<file path="src/rtl/rc4_key_search_sequencer.sv">
// rc4_key_search_sequencer: steps candidate keys through S-init, KSA shuffle and
// PRGA decrypt/check, owning and multiplexing the single-port S memory.
module rc4_key_search_sequencer #(
    parameter int KEY_WIDTH      = 24,
    parameter int TIMEOUT_CYCLES = 4096,
    parameter int TO_WIDTH       = 13
) (
    input  logic                 CLOCK_50,
    input  logic                 reset_n,
    input  logic                 go,
    input  logic                 abort,
    input  logic [KEY_WIDTH-1:0] key_start,
    input  logic [KEY_WIDTH-1:0] key_end,
    output logic                 init_start,
    output logic                 shuf_start,
    output logic                 dec_start,
    input  logic                 init_done,
    input  logic                 shuf_done,
    input  logic                 dec_done,
    input  logic                 dec_key_ok,
    input  logic [7:0]           init_addr,
    input  logic [7:0]           shuf_addr,
    input  logic [7:0]           dec_addr,
    input  logic [7:0]           init_data,
    input  logic [7:0]           shuf_data,
    input  logic [7:0]           dec_data,
    input  logic                 init_wren,
    input  logic                 shuf_wren,
    input  logic                 dec_wren,
    output logic [7:0]           s_addr,
    output logic [7:0]           s_data,
    output logic                 s_wren,
    output logic [KEY_WIDTH-1:0] cur_key,
    output logic                 busy,
    output logic                 found,
    output logic                 exhausted,
    output logic                 error,
    output logic [1:0]           phase
);
    typedef enum logic [3:0] {
        IDLE, LOAD, INIT_GO, INIT_WAIT, SHUF_GO, SHUF_WAIT,
        DEC_GO, DEC_WAIT, CHECK, FOUND, EXHAUSTED, ERROR
    } state_t;

    state_t               state, state_nx;
    logic [KEY_WIDTH-1:0] end_reg;
    logic [TO_WIDTH-1:0]  wd;
    logic                 ok_reg;
    logic                 timeout;

    // wd counts WAIT cycles from 0, so expiry lands TIMEOUT_CYCLES cycles after the start pulse
    assign timeout = wd == TO_WIDTH'(TIMEOUT_CYCLES - 2);

    always_ff @(posedge CLOCK_50 or negedge reset_n)
        if (!reset_n)
            state <= IDLE;
        else
            state <= state_nx;

    always_ff @(posedge CLOCK_50 or negedge reset_n)
        if (!reset_n) begin
            cur_key <= '0;
            end_reg <= '0;
            wd      <= '0;
            ok_reg  <= 1'b0;
        end else if (!abort) begin
            case (state)
                LOAD: begin
                    cur_key <= key_start;
                    end_reg <= key_end;
                end
                INIT_GO, SHUF_GO, DEC_GO:       wd <= '0;
                INIT_WAIT, SHUF_WAIT, DEC_WAIT: wd <= wd + TO_WIDTH'(1);
                CHECK: if (!ok_reg && cur_key != end_reg) cur_key <= cur_key + KEY_WIDTH'(1);
                default: ;
            endcase
            if (state == DEC_WAIT && dec_done) ok_reg <= dec_key_ok;
        end

    always_comb begin
        state_nx = state;
        case (state)
            IDLE, FOUND, EXHAUSTED, ERROR: state_nx = go ? LOAD : state;
            LOAD:      state_nx = key_start > key_end ? EXHAUSTED : INIT_GO;
            INIT_GO:   state_nx = INIT_WAIT;
            INIT_WAIT: state_nx = init_done ? SHUF_GO : timeout ? ERROR : INIT_WAIT;
            SHUF_GO:   state_nx = SHUF_WAIT;
            SHUF_WAIT: state_nx = shuf_done ? DEC_GO : timeout ? ERROR : SHUF_WAIT;
            DEC_GO:    state_nx = DEC_WAIT;
            DEC_WAIT:  state_nx = dec_done ? CHECK : timeout ? ERROR : DEC_WAIT;
            CHECK:     state_nx = ok_reg ? FOUND : cur_key == end_reg ? EXHAUSTED : INIT_GO;
            default:   state_nx = IDLE;
        endcase
        if (abort) state_nx = IDLE;
    end

    always_comb begin
        phase      = (state == INIT_GO || state == INIT_WAIT) ? 2'd1 :
                     (state == SHUF_GO || state == SHUF_WAIT) ? 2'd2 :
                     (state == DEC_GO  || state == DEC_WAIT)  ? 2'd3 : 2'd0;
        s_addr     = phase == 2'd1 ? init_addr : phase == 2'd2 ? shuf_addr : phase == 2'd3 ? dec_addr : 8'h00;
        s_data     = phase == 2'd1 ? init_data : phase == 2'd2 ? shuf_data : phase == 2'd3 ? dec_data : 8'h00;
        s_wren     = !abort && (phase == 2'd1 ? init_wren : phase == 2'd2 ? shuf_wren : phase == 2'd3 && dec_wren);
        init_start = !abort && state == INIT_GO;
        shuf_start = !abort && state == SHUF_GO;
        dec_start  = !abort && state == DEC_GO;
        busy       = !(state inside {IDLE, FOUND, EXHAUSTED, ERROR});
        found      = state == FOUND;
        exhausted  = state == EXHAUSTED;
        error      = state == ERROR;
    end
endmodule

</file>
<file path="config.mk">
export PLATFORM = sky130hd
export DESIGN_NAME = rc4_key_search_sequencer
export DESIGN_NICKNAME = d
export VERILOG_FILES = /design/src/rtl/rc4_key_search_sequencer.sv
export SDC_FILE = /design/constraint.sdc
export NUM_CORES = 1
export LEC_CHECK = 0
export CORE_UTILIZATION = 30
export CTS_CLUSTER_SIZE = 8
export DETAILED_ROUTE_END_ITERATION = 6
export PLACE_DENSITY = 0.67
export SLEW_MARGIN = 20
export SYNTH_ARGS = -nofsm -noshare
export SYNTH_HDL_FRONTEND = slang
export SYNTH_SLANG_ARGS = --single-unit
</file>
<file path="constraint.sdc">
create_clock -name CLOCK_50 -period 2.89 [get_ports CLOCK_50]
set_clock_uncertainty 0.1 [all_clocks]
set_input_delay 0.7225 -clock CLOCK_50 [delete_from_list [all_inputs] [get_ports CLOCK_50]]
set_output_delay 0.7225 -clock CLOCK_50 [all_outputs]
set_load 0.01 [all_outputs]
</file>
* Word-level counts from Yosys, hierarchy flattened
Cells that the tools add are included.
** Storage, ports and cells
- Word-level logic and storage cells :: 78
- Input bits :: 107
- Output and inout port bits :: 50
- Register bits after elaboration :: 66
** Cells by class
- Bitwise gates (word level) :: 1
- Magnitude comparators :: 1
- Reduce and logical (&&, ||, !) cells :: 24
- Add/sub/neg operators :: 2
- Mux-type cells :: 26
- Equality and inequality tests :: 19
** Operators with widths (number)
- $mux W8 :: 6
- $pmux W24 S2 :: 1
- $mux W4 :: 11
- $pmux W4 S9 :: 1
- $pmux W13 S2 :: 1
- $add A24 B1 Y24 const B :: 1
- $eq A24 B24 Y1 :: 1
- $gt A24 B24 Y1 :: 1
- $mux W24 :: 1
- $ne A24 B24 Y1 :: 1
- $eq A4 B3 Y1 const B :: 4
- $eq A4 B4 Y1 const B :: 4
- $add A13 B1 Y13 const B :: 1
- $eq A13 B12 Y1 const B :: 1
- $eq A4 B2 Y1 const B :: 2
- $logic_and A1 B1 Y1 :: 7
- $mux W2 :: 3
- $reduce_and A2 Y1 :: 3
- $reduce_or A3 Y1 :: 2
- $eq A2 B2 Y1 const B :: 2
- $eq A4 B1 Y1 const B :: 1
- $logic_not A4 Y1 :: 1
- $reduce_bool A2 Y1 :: 2
- $reduce_bool A4 Y1 :: 1
- other kinds (9) :: 14

* Longest topological paths before layout
Gate-level depths: netlist of the first run.
- Word-level depth :: 10
- Depth in mapped cells :: 8
- Depth with buffers taken out :: 8

* Least setup slack after synthesis of the first run
Ideal clock, no wire load.
- Path type :: flip-flop to output port
- Start :: register state[2]
- End :: output port s_addr[5]
- Buffers on the path :: 3
- Data required time :: 2.068 ns
- Path slack :: 0.426 ns
- Arrival time :: 1.641 ns
- Stages on the path, launching flop included :: 8
- Path through :: dfrtp_1 buf_2 buf_1 buf_2 mux2i_1 nor2_1 a21oi_1 nor2_1
** Between the ends
- Cells in the longest elaborated chain, start to end :: 9
- Elaborated cells between the ends (all ways) :: 18
- Classes of those cells :: eq/ne: 9; mux: 6; reduce/logical: 3
** Ends and longest elaborated chain
- start: declaration :: RTL line 45 : state_t state, state_nx;
- start signal: assignment :: RTL line 58 : state <= state_nx;
- $eq A4 B3 Y1 :: RTL line 100 : (state == DEC_GO || state == DEC_WAIT) ? 2'd3 : 2'd0;
- $logic_or A1 B1 Y1 :: RTL line 100
- $mux W2 :: RTL line 100
- $mux W2 :: RTL line 99 : (state == SHUF_GO || state == SHUF_WAIT) ? 2'd2 :
- $mux W2 (*) :: RTL line 98 : phase = (state == INIT_GO || state == INIT_WAIT) ? 2'd1 :
- $eq A2 B2 Y1 :: RTL line 101 : s_addr = phase == 2'd1 ? init_addr : phase == 2'd2 ? shuf_addr : phase == 2'd3 ? dec_addr : 8'h00;
- $mux W8 (2 in a row) :: RTL line 101
- $mux W8 (*) :: RTL line 101
- end: declaration :: RTL line 30 : output logic [7:0] s_addr,
Mark *: on every way between the ends. The rest lies on a longest branch, timed or not.

* Final worst setup path of the first run
- Start :: input port dec_addr[6]
- End :: output port s_addr[6]
** Between the ends
- Cells in the longest elaborated chain, start to end :: 3
** Ends and longest elaborated chain
- start: declaration :: RTL line 23 : input logic [7:0] dec_addr,
- $mux W8 (3 in a row) :: RTL line 101
No other way between the ends.

==> results of run 1 <==
## cells by family (layout without fill, tap and decap cells)
kind of cell / count (synthesis) / count (layout) / share of synthesized area, %
and+or+nand+nor: 227 / 227 / 22.42
AOI/OAI and AO/OA: 171 / 171 / 21.85
buffers and inverters: 70 / 255 / 5.707
DFF: 66 / 66 / 33.93
xor gates and xnor gates: 29 / 29 / 5.218
adders and majority gates: 27 / 27 / 6.941
muxes: 19 / 19 / 3.933
## synth_stat cells, drive strengths merged (3+ instances only)
library cell,instances
a211oi,7
a21o,8
a21oi,37
a22oi,3
a2bb2oi,9
a31oi,13
a41oi,3
and2,4
and3,6
and4,5
buf,12
clkbuf,25
dfrtp,66
ha,27
inv,33
mux2i,18
nand2,67
nand2b,3
nand3,20
nand4,11
nor2,64
nor2b,4
nor3,26
nor4,9
o21ai,56
o22a,11
o22ai,7
o31ai,8
or3,3
xnor2,10
xor2,19
## path summary, 6_finish.rpt
path	startpoint	endpoint	cells past startpoint
min in group CLOCK_50	end_reg[2]	end_reg[2]	2
setup / recovery	dec_addr[6]	s_addr[6]	6
hold reg to reg	end_reg[2]	end_reg[2]	2
hold / removal	reset_n	end_reg[21]	1
setup reg to reg	state[2]	cur_key[22]	7
max in group asynchronous	reset_n	end_reg[6]	3
## power by group
group	internal [mW]	switching [mW]	total (mW)
Combinational	1.36	1.36	2.72
Clock	0.733	0.404	1.14
Sequential	1.28	0.489	1.77
## cell type report
class | instances | area [sq um] | area share (%)
well taps | 216 | 270.3 | 3.702
repair buffers | 207 | 1999 | 27.39
inverters | 33 | 127.6 | 1.748
clock buffers | 13 | 270.3 | 3.702
multi-input cells | 473 | 2944 | 40.33
flip-flops and latches | 66 | 1654 | 22.66
clock inverters | 2 | 35.03 | 0.4799
## what timing repair did
| item | CTS | global route |
|---|---|---|
| setup endpoints to repair | 8 | 17 |
| setup buffers | 1 | 5 |
| pin swaps | 0 | 0 |
| gates resized for setup | 8 | 17 |
## routing by layer
metal / track usage, % / share of wire [%]
met1: 24.76 / 45
met2: 32.51 / 46
met3: 4.748 / 7.1
met4: 7.266 / 2.4
met5: 0 / 0
## metrics by stage
stage,util (%),setup TNS [ns],setup slack (ns)
after floorplan,-,0,0.4263
after global placement,43.38,-0.2616,-0.1082
after detailed placement,43.38,-0.3982,-0.1284
after CTS,45.47,0,0.005034
after global routing,45.96,0,0.0006881
final,45.96,0,0.05559
==> out/results.tsv, run 1 <==
metric	value	unit
status	completed	
nNetsFinal	924	
rows	46	
worstPathArrival	2.01	ns
finalPower	5.631	mW
cts_tree	yes	
finalHoldViolCount	0	
gp_congestion	0.8602	
p_per_area	771.2	nW/um^2
drtAntennaViolNets	0	
startpoint_type	primary input	
antenna_found_initial	0	
finalCriticalPeriod	2.834	ns
postPlaceCellArea	6890	sq um
route.vias.total	5233	
drt-wirelength-per-cell	15.78	um
worstMarginPinSlew	0.7032	ns
hold_path.class	primary input to async pin	
slew_headroom	53.12	%
yosysUniqueCellTypes	53	
insertion_delay	0.34	ns
grt_max_degree	39	
antenna_cells	0	
crit_type	primary input to output port	
report.final.slew_viol_count	0	
p_leak	3.285	nW
crit_chain	clkdlybuf4s50_1 -> mux2i_1 -> nor2_1 -> a21oi_1 -> nor2_1 -> clkdlybuf4s50_1	
final_common_cell	clkdlybuf4s50_1	
crit_path_max_incr_delay	0.55	ns
setup_viol	0	
yosysTopAreaCellShare	33.93	%
initialDrtViolationCount	298	
gr-usage-all-layers	19.64	%
finalNonFillerCells	1010	
io-pin-count	157	
path_delay_family	buffers and inverters	
crit_fanout	1	
ys_warn_count	0	
avgSynthCellArea	7.992	sq um
rsz0062_at_grt	false	
grt_pass1_wl	25520	um
vias_per_cell	5.181	
cts-buffers-inserted	9	
syn_nets	743	
n_fill_cell	1604	
hold_buffers	0	
worstSetupEndpointType	output port	
final_cell_mix	clkdlybuf4s50_1 (138), nand2_1 (67), dfrtp_1 (64)	
fin_crit_sh	98.08	%
whs	0.2831	ns
clkTransAtPathRegs	0.06	ns
synth_edf_count	0	
synth_area_leaders	dfrtp_1 (34%), ha_1 (6.9%), o21ai_0 (5.8%), nand2_1 (5.2%), nor2_1 (4.9%)	
dr.pass1.iters	6	
synth_seq_area_share	33.93	%
route.detailed.drc	0	
path_buf_inv	2	
syn_to_final_growth	50.00	%
yosysTopAreaCell	dfrtp_1	
wirelength	15940	um
grt_pass1_vias	5069	
synthArstFlopShare	100.0	%
final_area	7301	sq um
ys_seq_elements	66	
syn-cell-area	4867	sq um
cts_sinks	66	
synth_cells	609	
gr-total-overflow	0	
core-area	15890	sq um
cp_slowest_cell	clkdlybuf4s50_1	
io_buffers	156	
initial_core_util	30.64	%
vdd_drop_max	0.0003674	V
die_h	129.4	um
root_buffer	clkbuf_16	
clockBufferDepth	2	
drive_gt1_share	9.446	%
placedCellCount	989	
hpwlAfterDp	12200	um
fmax	352.8	MHz
ff2ff_setup_slack	0.39	ns
max_cap_violations	0	
cts_max_level	3	
critical_path_required	2.07	ns
die_w	129.4	um
die_area	16740	sq um
ys.flop_type	dfrtp_1	
Note: power is estimated with default switching activity, not from simulation.
==> run 2: changes to the inputs <==
--- a/config.mk
+++ b/config.mk
@@ -5,6 +5,7 @@
 export SDC_FILE = /design/constraint.sdc
 export NUM_CORES = 1
 export LEC_CHECK = 0
+export CAP_MARGIN = 40
 export CORE_UTILIZATION = 30
 export CTS_CLUSTER_SIZE = 8
 export DETAILED_ROUTE_END_ITERATION = 6
==> results of run 2 <==
The final DEF is identical to that of run 1; final timing and power are the same.
